### src/rtl/count_sequencer_if.sv
// Request handshake and counter-control bus for count_sequencer.
// The master side issues requests and hosts the counter; the slave side is the sequencer.
interface count_sequencer_if #(
   parameter int PRESCALE_W = 4
);
   logic                  req_valid;
   logic                  req_ready;
   logic [7:0]            req_count;
   logic [PRESCALE_W-1:0] req_div;
   logic                  req_repeat;
   logic [7:0]            cnt_in;
   logic                  cnt_latch;
   logic                  cnt_dec;
   logic                  zero;

   modport master (
      output req_valid, req_count, req_div, req_repeat, zero,
      input  req_ready, cnt_in, cnt_latch, cnt_dec
   );

   modport slave (
      input  req_valid, req_count, req_div, req_repeat, zero,
      output req_ready, cnt_in, cnt_latch, cnt_dec
   );
endinterface

### src/rtl/count_sequencer.sv
// Sequencer for an 8-bit down counter: loads it, issues prescaled decrements,
// and pulses done when the counter reaches zero, optionally reloading for periodic operation.
module count_sequencer #(
   parameter int PRESCALE_W = 4
) (
   input  logic               clock,
   input  logic               reset_n,
   count_sequencer_if.slave   bus,
   input  logic               abort,
   output logic               busy,
   output logic               done,
   output logic [7:0]         periods
);
   typedef enum logic [1:0] {S_IDLE, S_LOAD, S_RUN, S_DONE} state_t;

   state_t                r_state;
   logic [7:0]            r_cnt_in;
   logic [PRESCALE_W-1:0] r_div;
   logic [PRESCALE_W-1:0] r_pre;
   logic                  r_rep;
   logic [7:0]            r_periods;

   logic w_ready;
   logic w_accept;
   logic w_pre_hit;

   assign w_ready   = (r_state == S_IDLE) && !abort;
   assign w_accept  = bus.req_valid && w_ready;
   assign w_pre_hit = (r_pre == r_div);

   // Strobes are gated by abort so a cancelled cycle never touches the counter.
   assign bus.req_ready = w_ready;
   assign bus.cnt_latch = (r_state == S_LOAD) && !abort;
   assign bus.cnt_dec   = (r_state == S_RUN) && w_pre_hit && !bus.zero && !abort;
   assign bus.cnt_in    = r_cnt_in;
   assign done          = (r_state == S_DONE) && !abort;
   assign busy          = (r_state != S_IDLE);
   assign periods       = r_periods;

   always_ff @(posedge clock or negedge reset_n) begin
      if (!reset_n) begin
         r_state   <= S_IDLE;
         r_cnt_in  <= 8'd0;
         r_div     <= '0;
         r_pre     <= '0;
         r_rep     <= 1'b0;
         r_periods <= 8'd0;
      end else begin
         case (r_state)
            S_IDLE: begin
               if (w_accept) begin
                  r_cnt_in  <= bus.req_count;
                  r_div     <= bus.req_div;
                  r_rep     <= bus.req_repeat;
                  r_periods <= 8'd0;
                  r_pre     <= '0;
                  r_state   <= S_LOAD;
               end
            end
            S_LOAD: begin
               if (abort) begin
                  r_state <= S_IDLE;
               end else begin
                  r_pre   <= '0;
                  r_state <= S_RUN;
               end
            end
            S_RUN: begin
               if (abort) begin
                  r_state <= S_IDLE;
               end else begin
                  r_pre <= w_pre_hit ? '0 : r_pre + PRESCALE_W'(1);
                  if (bus.zero) begin
                     r_state <= S_DONE;
                  end
               end
            end
            S_DONE: begin
               if (abort) begin
                  r_state <= S_IDLE;
               end else begin
                  // Period count saturates rather than wrapping.
                  if (r_periods != 8'hFF) begin
                     r_periods <= r_periods + 8'd1;
                  end
                  r_state <= r_rep ? S_LOAD : S_IDLE;
               end
            end
            default: r_state <= S_IDLE;
         endcase
      end
   end
endmodule

### src/flat_wrapper.sv
// flat-port wrapper written by rule: the top's interface ports become plain ports
module count_sequencer_flat 
#(
   parameter int PRESCALE_W = 4
)
  (clock, reset_n, abort, busy, done, periods, bus_req_valid, bus_req_count, bus_req_div, bus_req_repeat, bus_zero, bus_req_ready, bus_cnt_in, bus_cnt_latch, bus_cnt_dec);
  count_sequencer_if #(.PRESCALE_W(PRESCALE_W)) bus_i ();
  input  logic clock;
  input  logic reset_n;
  input  logic abort;
  output logic busy;
  output logic done;
  output logic [7:0] periods;
  input wire logic [$bits(bus_i.req_valid)-1:0] bus_req_valid;
  input wire logic [$bits(bus_i.req_count)-1:0] bus_req_count;
  input wire logic [$bits(bus_i.req_div)-1:0] bus_req_div;
  input wire logic [$bits(bus_i.req_repeat)-1:0] bus_req_repeat;
  input wire logic [$bits(bus_i.zero)-1:0] bus_zero;
  output wire logic [$bits(bus_i.req_ready)-1:0] bus_req_ready;
  output wire logic [$bits(bus_i.cnt_in)-1:0] bus_cnt_in;
  output wire logic [$bits(bus_i.cnt_latch)-1:0] bus_cnt_latch;
  output wire logic [$bits(bus_i.cnt_dec)-1:0] bus_cnt_dec;
  assign bus_i.req_valid = bus_req_valid;
  assign bus_i.req_count = bus_req_count;
  assign bus_i.req_div = bus_req_div;
  assign bus_i.req_repeat = bus_req_repeat;
  assign bus_i.zero = bus_zero;
  assign bus_req_ready = bus_i.req_ready;
  assign bus_cnt_in = bus_i.cnt_in;
  assign bus_cnt_latch = bus_i.cnt_latch;
  assign bus_cnt_dec = bus_i.cnt_dec;
  count_sequencer #(.PRESCALE_W(PRESCALE_W)) u_core (.clock(clock), .reset_n(reset_n), .bus(bus_i), .abort(abort), .busy(busy), .done(done), .periods(periods));
endmodule
### config.mk
export PLATFORM = sky130hd
export DESIGN_NAME = count_sequencer_flat
export DESIGN_NICKNAME = d
export VERILOG_FILES = /design/src/rtl/count_sequencer_if.sv /design/src/rtl/count_sequencer.sv /design/src/flat_wrapper.sv
export SDC_FILE = /design/constraint.sdc
export NUM_CORES = 1
export LEC_CHECK = 0
export BUFFER_PORTS_ARGS = -buffer_cell sky130_fd_sc_hd__clkbuf_2
export CORE_ASPECT_RATIO = 0.7
export CORE_MARGIN = 8
export CORE_UTILIZATION = 45
export CTS_BUF_LIST = sky130_fd_sc_hd__clkbuf_16
export DETAILED_ROUTE_END_ITERATION = 12
export PLACE_DENSITY_LB_ADDON = 0.25
export SYNTH_ARGS = -nofsm -noshare
export SYNTH_HDL_FRONTEND = slang
export SYNTH_SLANG_ARGS = --single-unit
### constraint.sdc
create_clock -name clock -period 2.3 [get_ports clock]
set_clock_uncertainty 0.1 [all_clocks]
set_input_delay 0.345 -clock clock [delete_from_list [all_inputs] [get_ports clock]]
set_output_delay 0.345 -clock clock [all_outputs]
set_load 0.01 [all_outputs]
; ---- Word level (Yosys, flattened, before mapping)
; Index checks and enable logic that the tools add are counted.
[op_classes]
n_addsub = 2
n_mul = 0
n_div = 0
magnitude_cmp = 0
n_eq_ne = 11
shift = 0
mux = 16
bitwise = 0
reduce_logical = 17
[ops]
columns = operator, n
row1 = $mux W8, 3
row2 = $mux W4, 4
row3 = $pmux W8 S2, 1
row4 = $pmux W4 S3, 1
row5 = $mux W2, 5
row6 = $add A8 B1 Y8 const B, 1
row7 = $ne A2 B2 Y1 const B, 4
row8 = $ne A8 B8 Y1 const B, 1
row9 = $pmux W2 S4, 1
row10 = $reduce_and A4 Y1, 2
row11 = $logic_and A1 B1 Y1, 7
row12 = $add A4 B1 Y4 const B, 1
row13 = $eq A2 B2 Y1 const B, 2
row14 = $eq A4 B4 Y1, 1
row15 = $reduce_and A2 Y1, 2
row16 = $reduce_bool A2 Y1, 2
row17 = $ne A3 B3 Y1 const B, 1
row18 = $reduce_bool A3 Y1, 1
row19 = $eq A2 B1 Y1 const B, 1
row20 = $logic_not A1 Y1, 2
row21 = $logic_not A2 Y1, 1
row22 = $ne A2 B1 Y1 const B, 1
row23 = $mux W1, 1
[word_totals]
register_bits = 27
latch_bits = 0
mem_bits_rw = 0
romBits = 0
inputBits = 18
elab_cells = 52
mem_count = 0

; ---- Depth between registers and ports, before layout
[logic_depth]
ltp_word = 5
depth_mapped = 7
ltp_nobuf = 6

; ---- Worst setup path before layout
; No wires, ideal clock.
[synth_timing]
path_kind = register to register
start = register u_core.r_periods[0], in the netlist u_core.periods[0]
end = register u_core.r_periods[3], in the netlist u_core.periods[3]
setup_time_ns = 0.121
arrival_ns = 1.698
setup_slack_ns = 0.381
stages_incl_launch_ff = 7
synth_period_minus_slack_ns = 1.919
cell_sequence = dfrtp_1 ha_1 nand3_1 or4_1 buf_2 and2_4 a22o_1
[synth_between]
elab_chain_len = 4
elab_cells_between_ends = 7
classes_between = add/sub (1) / eq/ne (2) / mux (3) / reduce/logical (1)
[synth_lines]
columns = item, line_no
row1 = start: declaration, count_sequencer.sv:21  ; logic [7:0] r_periods;
row2 = start signal: assignment, count_sequencer.sv:84  ; r_periods <= r_periods + 8'd1;
row3 = $add A8 B1 Y8, count_sequencer.sv:84
row4 = $mux W8, count_sequencer.sv:83  ; if (r_periods != 8'hFF) begin
row5 = $mux W8, count_sequencer.sv:79  ; if (abort) begin
row6 = $pmux W8 S2, count_sequencer.sv:49  ; case (r_state)
; Parallel ways exist; a longest one is shown, timed or not. The select of a mux whose other input is x is not followed.
; A chain may end at the register's enable or synchronous reset.

; ---- Final worst setup path
[layout_timing]
start = register u_core.r_state[0]
end = output bus_cnt_dec
[layout_between]
elab_chain_len = 4
[layout_lines]
columns = item, line_no
row1 = start: declaration, count_sequencer.sv:16  ; state_t r_state;
row2 = start signal: assignment, count_sequencer.sv:86  ; r_state <= r_rep ? S_LOAD : S_IDLE;
row3 = $eq A2 B2 Y1, count_sequencer.sv:34  ; assign bus.cnt_dec = (r_state == S_RUN) && w_pre_hit && !bus.zero && !abort;
row4 = $logic_and A1 B1 Y1 (3 in a row), count_sequencer.sv:34
row5 = end: declaration, flat_wrapper.sv:22  ; output wire logic [$bits(bus_i.cnt_dec)-1:0] bus_cnt_dec;
; No other way between the ends.

==> flow_summary.toml <==
[run_status]
status = "finished clean"

[final_layout]
drive_gt1_share_pct = 37.2
diodes = 0
fill_cells = 263
nets = 198
area_growth_pct = 22.3

[clocking]
cts.sinks = 27
cts_setup_buffers = 0
root_buffer = "clkbuf_16"
cts_buffer_depth = 2
cts.reportedPaths.clkPinSlew_ps = 70
numCtsBuffers = 3
clk_latency_ps = 260
cts_tree = "done"
htree_levels = 1

[job]
drv_cap = 0

[timing]
timing.fmax_mhz = 464
worst_pin_slew_ps = 681
whs_ps = 9.12
min_period_ps = 2150
grt_setup_unrepaired = "false"
fin_crit_sh_pct = 93.6
max-slew-margin-rel_pct = 54.6
slew_violations = 0
fin_setup_tns_ps = 0
finalSetupViolCount = 0
final_hold_viol_count = 0

[global_routing]
grt_max_degree = 28
grt-ovfl-total = 0
track_usage_pct = 12.3
grt_antenna_before_repair = 0
grt_pass1_wl_mm = 5.51
first_global_vias = 1212

[yosys]
ys_types = 36
synthFlopType = "dfrtp_1"
yosysWarnings = 0
synthTopCellsByArea = "dfrtp_1 (47%), mux2_2 (12%), ha_1 (6.1%)"
syn_area_mm2 = 0.00143
synth_edf_count = 0
netlist_instances = 133
synth_seq_cells = 27
avgSynthCellArea_um2 = 10.7
yosysTopAreaCellShare_pct = 47.3
synth_nets = 158
yosys.area.top_type = "dfrtp_1"
async_reset_ff_share_pct = 100
yosysSeqAreaShare_pct = 47.3

[hold_path]
hold_class = "input port to asynchronous set/reset pin"

[worst_setup_path]
endpoint = "bus_cnt_dec"
path_max_fanout = 5
worstSetupEndpointType = "primary output"
worstPathArrival_ps = 1710
ff2ff_path_depth = 6
ff2ff_setup_slack_ps = 200
r2r_end = "u_core.r_pre[2]"
crit_required_ps = 1860
r2r-start = "u_core.r_state[1]"
worstSetupPathType = "register to primary output"
startpoint_type = "register"
startpoint = "u_core.r_state[0]"

[floorplan]
die_area_mm2 = 0.00526
die_w_um = 83.3
start_util_pct = 46.3
row_count = 17
design.core.area_mm2 = 0.00308
die_h_um = 63.1
ioPinCount = 39

[place]
dp_hpwl_mm = 2.53
place.gp.congestion = 0.865
io_buffer_count = 38

[pwr]
p_total_mw = 1.87
power.leakage_nw = 0.858
peakVddDrop_mv = 0.502
power_density_mw_per_mm2 = 1070

[route]
vias_per_cell = 5.67
drtPass1Iterations = 4
first_iter_violations = 146
remaining_drc_errors = 0
routed_wl_mm = 3.28
vias = 1190
ant_nets = 0
wl_per_cell_um = 15.6
==> final cells by class <==
| type | count | area, um2 | share of cell area (%) |
|---|---|---|---|
| clock buffers | 3 | 75.1 | 4.30 |
| clock inverters | 1 | 8.76 | 0.502 |
| inverters | 11 | 41.3 | 2.37 |
| multi-input cells | 90 | 692 | 39.6 |
| flip-flops and latches | 27 | 676 | 38.7 |
| well taps | 38 | 47.5 | 2.72 |
| repair buffers | 40 | 205 | 11.8 |
==> routing by layer <==
layer | share of wire, % | track usage [%] | vias up
met5 | 0 | 0 | -
met4 | 0.55 | 3.06 | 0
met3 | 7.2 | 5.26 | 2
met2 | 47 | 19.0 | 49
met1 | 46 | 15.4 | 579
li1 | - | - | 560
==> cells in the mapped netlist, types with 2 or more instances <==
master    number
dfrtp_1       27
mux2_2        15
inv_1         10
nor2_1         8
ha_1           7
nand3_1        7
nand2_1        6
nand4_1        5
a41o_1         4
xnor2_1        4
clkbuf_1       3
mux2i_1        3
nor3_1         3
o21ai_0        3
a21o_1         2
a31oi_1        2
buf_2          2
nor2b_1        2
o21ai_1        2
or4_1          2
==> where the power goes <==
group | internal, mW | switching (mW)
registers | 0.628 | 0.118
logic | 0.340 | 0.370
clock network | 0.241 | 0.170
total | 1.21 | 0.659
==> cell usage in the layout (no fill, tap or decap), types with 2 or more instances in the layout <==
master     instances
clkbuf_2          38
dfrtp_1           27
mux2_2            15
inv_1             10
nor2_1             8
nand3_1            7
nand2_1            6
ha_1               6
nand4_1            5
xnor2_1            4
a41o_1             4
mux2i_1            3
o21ai_0            3
nor3_1             3
clkbuf_16          3
nor2b_1            2
or4_1              2
a31oi_1            2
o21ai_1            2
a21o_1             2
buf_4              2
==> flip-flops by register name, indices dropped and copies added, names as in the netlist <==
name / count
u_core.r_pre: 4
u_core.r_rep: 1
u_core.bus.cnt_in: 8
u_core.r_state: 2
u_core.periods: 8
u_core.r_div: 4
==> worst max-delay path, stage by stage, from the launching register on <==
cell	delay (ps)
dfrtp_1	400
inv_1	130
ha_2	250
inv_1	70
or3_1	360
nor2_1	100
clkbuf_2	140
==> how the worst min path moves through the flow <==
| stage | start | end | slack [ps] | depth (start not counted) |
|---|---|---|---|---|
| floorplan | reset_n | u_core.bus.cnt_in[0] | -50 | 0 |
| global placement | reset_n | u_core.bus.cnt_in[1] | 310 | 1 |
| detailed placement | reset_n | u_core.bus.cnt_in[7] | 320 | 1 |
| CTS | reset_n | u_core.periods[4] | 30 | 1 |
| global route | reset_n | u_core.periods[4] | 70 | 1 |
| finish | reset_n | u_core.periods[0] | 9 | 1 |
==> kinds of logic after synthesis <==
logic type | synth area share, %
xor gates and xnor gates | 2.45
and+or+nand+nor | 14.3
buffers and inverters | 4.38
muxes | 13.9
AOI/OAI and AO/OA | 11.5
DFF | 47.3
adders and majority gates | 6.13
==> repair_timing <==
action	CTS	global route
gates resized for setup	0	1
setup endpoints to repair	0	1
hold buffers	0	0
==> per-stage QoR <==
| step | setup slack (ps) | instances | instance area [um2] | util [%] |
|---|---|---|---|---|
| 2_1_floorplan | 381 | 133 | 1430 | - |
| 3_3_place_gp | 315 | 206 | 1660 | 53.8 |
| 3_5_place_dp | 212 | 206 | 1660 | 53.8 |
| 4_1_cts | 100 | 210 | 1740 | 56.5 |
| 5_1_grt | 14.6 | 210 | 1750 | 56.6 |
| 6_report | 147 | 210 | 1750 | 56.6 |
(Power assumes the default switching activity.)
